### src/rtl/hex_word_tx_sequencer.sv
// Converts a NIBBLES-digit binary word into a lowercase ASCII hex byte stream,
// with optional "0x" prefix and CR LF trailer, one byte per valid/ready handshake.
module hex_word_tx_sequencer #(
  parameter int NIBBLES = 8,
  parameter int PREFIX  = 0,
  parameter int CRLF    = 1
) (
  input  logic                   clk,
  input  logic                   reset,
  input  logic [4*NIBBLES-1:0]   word_in,
  input  logic                   word_valid,
  output logic                   word_ready,
  output logic [7:0]             byte_out,
  output logic                   byte_valid,
  input  logic                   byte_ready,
  output logic                   busy
);
  localparam int W  = 4 * NIBBLES;
  localparam int CW = (NIBBLES > 1) ? $clog2(NIBBLES) : 1;

  typedef enum logic [2:0] {IDLE, PFX0, PFX1, DIGIT, CR, LF} state_t;

  state_t        state, state_nxt;
  logic [W-1:0]  shreg;
  logic [CW-1:0] digit_cnt;
  logic [3:0]    nib;
  logic          accept, hs;

  // Handshake terms feed only next-state/datapath logic; every output is
  // decoded from registered state, so no input reaches an output combinationally.
  assign accept = word_valid & word_ready;
  assign hs     = byte_valid & byte_ready;
  assign nib    = shreg[W-1 -: 4];

  always_ff @(posedge clk or posedge reset) begin
    if (reset) state <= IDLE;
    else       state <= state_nxt;
  end

  always_ff @(posedge clk or posedge reset) begin
    if (reset) begin
      shreg     <= '0;
      digit_cnt <= '0;
    end else if (accept) begin
      shreg     <= word_in;
      digit_cnt <= CW'(NIBBLES - 1);
    end else if (hs && state == DIGIT && digit_cnt != '0) begin
      shreg     <= shreg << 4;
      digit_cnt <= digit_cnt - 1'b1;
    end
  end

  always_comb begin
    state_nxt = state;
    case (state)
      IDLE:    if (accept) state_nxt = (PREFIX != 0) ? PFX0 : DIGIT;
      PFX0:    if (hs) state_nxt = PFX1;
      PFX1:    if (hs) state_nxt = DIGIT;
      DIGIT:   if (hs && digit_cnt == '0) state_nxt = (CRLF != 0) ? CR : IDLE;
      CR:      if (hs) state_nxt = LF;
      LF:      if (hs) state_nxt = IDLE;
      default: state_nxt = IDLE;
    endcase
  end

  always_comb begin
    word_ready = 1'b0;
    byte_valid = 1'b1;
    busy       = 1'b1;
    byte_out   = 8'h20;
    case (state)
      IDLE: begin
        word_ready = 1'b1;
        byte_valid = 1'b0;
        busy       = 1'b0;
      end
      PFX0:  byte_out = 8'h30;
      PFX1:  byte_out = 8'h78;
      DIGIT: byte_out = (nib < 4'd10) ? {4'h3, nib} : 8'h57 + {4'h0, nib};
      CR:    byte_out = 8'h0D;
      LF:    byte_out = 8'h0A;
      default: begin
        byte_valid = 1'b0;
        busy       = 1'b0;
      end
    endcase
  end
endmodule
### config.mk
export PLATFORM = sky130hd
export DESIGN_NAME = hex_word_tx_sequencer
export DESIGN_NICKNAME = d
export VERILOG_FILES = /design/src/rtl/hex_word_tx_sequencer.sv
export SDC_FILE = /design/constraint.sdc
export NUM_CORES = 1
export LEC_CHECK = 0
export ABC_AREA = 1
export BUFFER_PORTS_ARGS = -buffer_cell sky130_fd_sc_hd__clkbuf_2
export CORE_ASPECT_RATIO = 1.75
export CORE_MARGIN = 8
export CORE_UTILIZATION = 49
export CTS_CLUSTER_DIAMETER = 100
export DETAILED_ROUTE_END_ITERATION = 10
export PLACE_DENSITY = 0.74
export SLEW_MARGIN = 25
export SYNTH_ARGS = -nofsm -noshare
export SYNTH_HDL_FRONTEND = slang
export SYNTH_SLANG_ARGS = --single-unit
### constraint.sdc
create_clock -name clk -period 1.39 [get_ports clk]
set_input_delay 0.2085 -clock clk [delete_from_list [all_inputs] [get_ports clk]]
set_output_delay 0.2085 -clock clk [all_outputs]
set_load 0.005 [all_outputs]
==> impl_results.rst <==
.. list-table::
   :header-rows: 1

   * - Metric
     - Value
   * - Run status
     - finished with violations
   * - Violated checks
     - hold timing, setup timing
   * - Longest individual stage delay on the worst path
     - between 0.4 and 0.5 ns
   * - Clock slew at reported path FFs
     - approximately 0.080 ns
   * - Critical setup path kind
     - register to output pin
   * - Total length of routed wires
     - 6.42 mm
   * - Std-Cell Core Area
     - ~4400 um2
   * - Post-detailed-placement cell area
     - 2550 um2
   * - Highest-count cells in the layout ignoring fill and taps
     - sky130_fd_sc_hd__nand2_1 (104), sky130_fd_sc_hd__clkbuf_2 (45), sky130_fd_sc_hd__dfrtp_1 (36), sky130_fd_sc_hd__nand3_2 (32), sky130_fd_sc_hd__nand2_2 (20)
   * - WHS
     - -0.00231 ns
   * - Ant. Diodes
     - 0
   * - Synthesized instance count
     - about 290
   * - Die X
     - approximately 67 um
   * - Number of global-route vias before repair
     - 2217
   * - Final setup margin
     - -0.257 ns
   * - DIE HEIGHT
     - 105 um
   * - Clock latency on the worst-skew pair
     - just under 0.3 ns
   * - Crit-path most repeated cell
     - sky130_fd_sc_hd__inv_1
   * - Total number of nets in the final design
     - between 400 and 500
   * - Largest net degree at the start of global routing
     - 39
   * - Total power
     - 6.66 mW
   * - Synthesized flop and latch total
     - 38
   * - Shortest clock period the worst path allows after layout
     - roughly 1.6 ns
   * - Unrepaired setup endpoints after global routing
     - yes
   * - Initial drt markers
     - between 90 and 100
   * - Kind of start point of the critical path
     - register
   * - Async SR Flop Fraction
     - 1.00
   * - Global-route wire length before repair
     - 9.27 mm
   * - Via count
     - between 2000 and 2500
   * - Post-DRT Antenna Nets
     - 0
   * - Maximum ir drop on the vdd rail
     - ~1400 uV
   * - Number of enable flip-flop cells after synthesis
     - 0
   * - Most frequent standard cell in the layout excluding fill and tap cells
     - sky130_fd_sc_hd__nand2_1
   * - Number of optimization iterations in the first detailed-route pass
     - 4
   * - Arrival time worst endpoint
     - 1.44 ns
   * - Number of pins with negative max-slew slack in the final report
     - 0
   * - Layout Cell Area excl Fill
     - roughly 3200 um2
   * - Leakage
     - ~1.8 nW
   * - RD Place Congestion
     - 0.814
   * - Final period utilization
     - 1.18
   * - Area of the die
     - between 6000 and 7000 um2
   * - Clock tree buffer depth
     - 2
   * - Reg-to-reg slack, setup
     - -0.10 ns
   * - Remaining DRCs
     - 0
   * - Final-layout setup total negative slack
     - -3.26 ns
   * - Average wire per standard cell
     - between 15 and 20 um
   * - Sequential fraction of the synthesis area
     - 0.434
   * - Worst path cell trace
     - buf_4 -> o21ai_4 -> inv_1 -> nand2_1 -> o21ai_1 -> inv_1 -> clkbuf_2
   * - Maximum clock frequency
     - 0.607 GHz
   * - H-tree lvl count
     - 2
   * - Setup clock skew after layout
     - roughly 0.0084 ns
   * - Crit path required time
     - roughly 1.2 ns
   * - Vias per cell
     - between 5 and 6
   * - Worst-path fanout max
     - 6
   * - Num CTS Buffers
     - 5
   * - Total Routing Usage GR
     - 0.165
   * - CTS tree
     - built
   * - Mean cell area of the mapped netlist
     - 7.46 um2
   * - Number of antenna violations at the first check in global routing
     - 0
   * - Share of post-route cells with drive strength above 1
     - 0.459
   * - Number of ports placed on the die boundary
     - 47
   * - Yosys warnings
     - 0
   * - Number of buffer cells added on primary ports
     - between 40 and 50
   * - Number of failing hold endpoints at the final stage
     - 5
   * - Count of different cell masters after synthesis
     - 23
   * - Root buf cell
     - sky130_fd_sc_hd__clkbuf_8
   * - Critical Path Sink Type
     - output pin
   * - Leading register cell type out of synthesis
     - sky130_fd_sc_hd__dfrtp_1
   * - Remaining global-route overflow
     - 0
   * - Syn nets
     - approximately 330
   * - Initial cell density of the core
     - 0.503
   * - Count of standard-cell rows
     - 32
   * - Post-Synthesis Cell Area
     - 2190 um2
   * - Synth-to-Final Area Change
     - 47.4%
   * - Power per cell area
     - 2060 nW/um2
   * - Class of the most critical hold timing path
     - input port to asynchronous set/reset pin
   * - Post-detailed-placement half-perimeter wirelength
     - slightly below 4 mm
   * - Max-Cap Viols
     - 0
   * - Sink Count
     - 38
   * - Final setup vio count
     - 44
   * - Cell with the largest stage delay on the worst path
     - sky130_fd_sc_hd__dfrtp_1
-- sequential cells by signal, summed over array words and instances, names as in the netlist --
| name | cells |
|---|---|
| shreg | 32 |
| state | 3 |
| digit_cnt | 3 |
-- worst max-delay path, delay by kind of cell, from the launching register on --
| kind | cells | cell delay [ns] |
|---|---|---|
| simple gates | 1 | 0.08 |
| buf+inv | 4 | 0.40 |
| flops | 1 | 0.41 |
| compound gates | 2 | 0.26 |
-- power breakdown --
part	internal, mW	total, mW	switching, mW
logic	1.80	3.88	2.09
registers	1.57	1.98	0.416
clock network	0.400	0.790	0.390
total	3.77	6.66	2.89
-- path summary, 6_finish.rpt --
kind	to	from	depth (start not counted)
min in group clk	shreg[1]	word_in[1]	3
max in group asynchronous	state[1]	reset	3
worst max-delay path	byte_out[4]	shreg[29]	7
worst max register to register	shreg[10]	state[0]	9
worst min-delay path	shreg[27]	reset	3
worst min register to register	shreg[8]	shreg[8]	2
-- area by class of cell --
cell class                      instances  area [um2]
Clock inverter                          1        5.00
Sequential cell                        38         953
Multi-Input combinational cell        222        1410
Fill cell                             333        1130
Clock buffer                            7        86.3
Tap cell                               51        63.8
Timing Repair Buffer                   84         661
Inverter                               14        57.6
-- stage by stage --
stage                     utilization  instances  setup WS (ns)
after CTS                       0.644        409         -0.258
after floorplan                     -        294         0.0862
final                           0.741        417         -0.257
after global routing            0.741        417         -0.369
after global placement          0.584        393        0.00391
after detailed placement        0.584        393        -0.0692
-- layer usage --
metal / part of all wire / track usage / wire length (um)
met1: 0.36 / 0.173 / 2310
met2: 0.55 / 0.298 / 3520
met3: 0.051 / 0.0270 / 328
met4: 0.041 / 0.0814 / 261
met5: 0 / 0 / 0
-- synth_stat cells (3+ instances only) --
cell type,count,area share
sky130_fd_sc_hd__buf_4,6,0.021
sky130_fd_sc_hd__o21ai_0,5,0.011
sky130_fd_sc_hd__nand2_1,127,0.22
sky130_fd_sc_hd__buf_2,8,0.018
sky130_fd_sc_hd__inv_1,13,0.022
sky130_fd_sc_hd__clkbuf_1,4,0.0068
sky130_fd_sc_hd__dfrtp_1,38,0.43
sky130_fd_sc_hd__nand4_1,16,0.046
sky130_fd_sc_hd__nand3_1,54,0.12
sky130_fd_sc_hd__ha_1,3,0.017
-- cells by family (layout without fill, tap and decap cells) --
group	Yosys count	in the layout	synth area share
AOI/OAI and AO/OA	9	9	0.0205
adders and majority gates	3	3	0.0171
and+or+nand+nor	206	207	0.438
other	1	1	0.00171
xor gates and xnor gates	2	2	0.00799
DFF	38	38	0.434
buffers and inverters	35	106	0.0816
-- repair_timing --
item	in CTS	in global routing
setup buffers	6	4
hold buffers	0	0
setup endpoints to repair	46	48
pin swaps	9	17
cloned	2	4
gates resized for setup	37	74
endpoints found under the hold margin	0	0
Note: power is estimated with default switching activity, not from simulation.
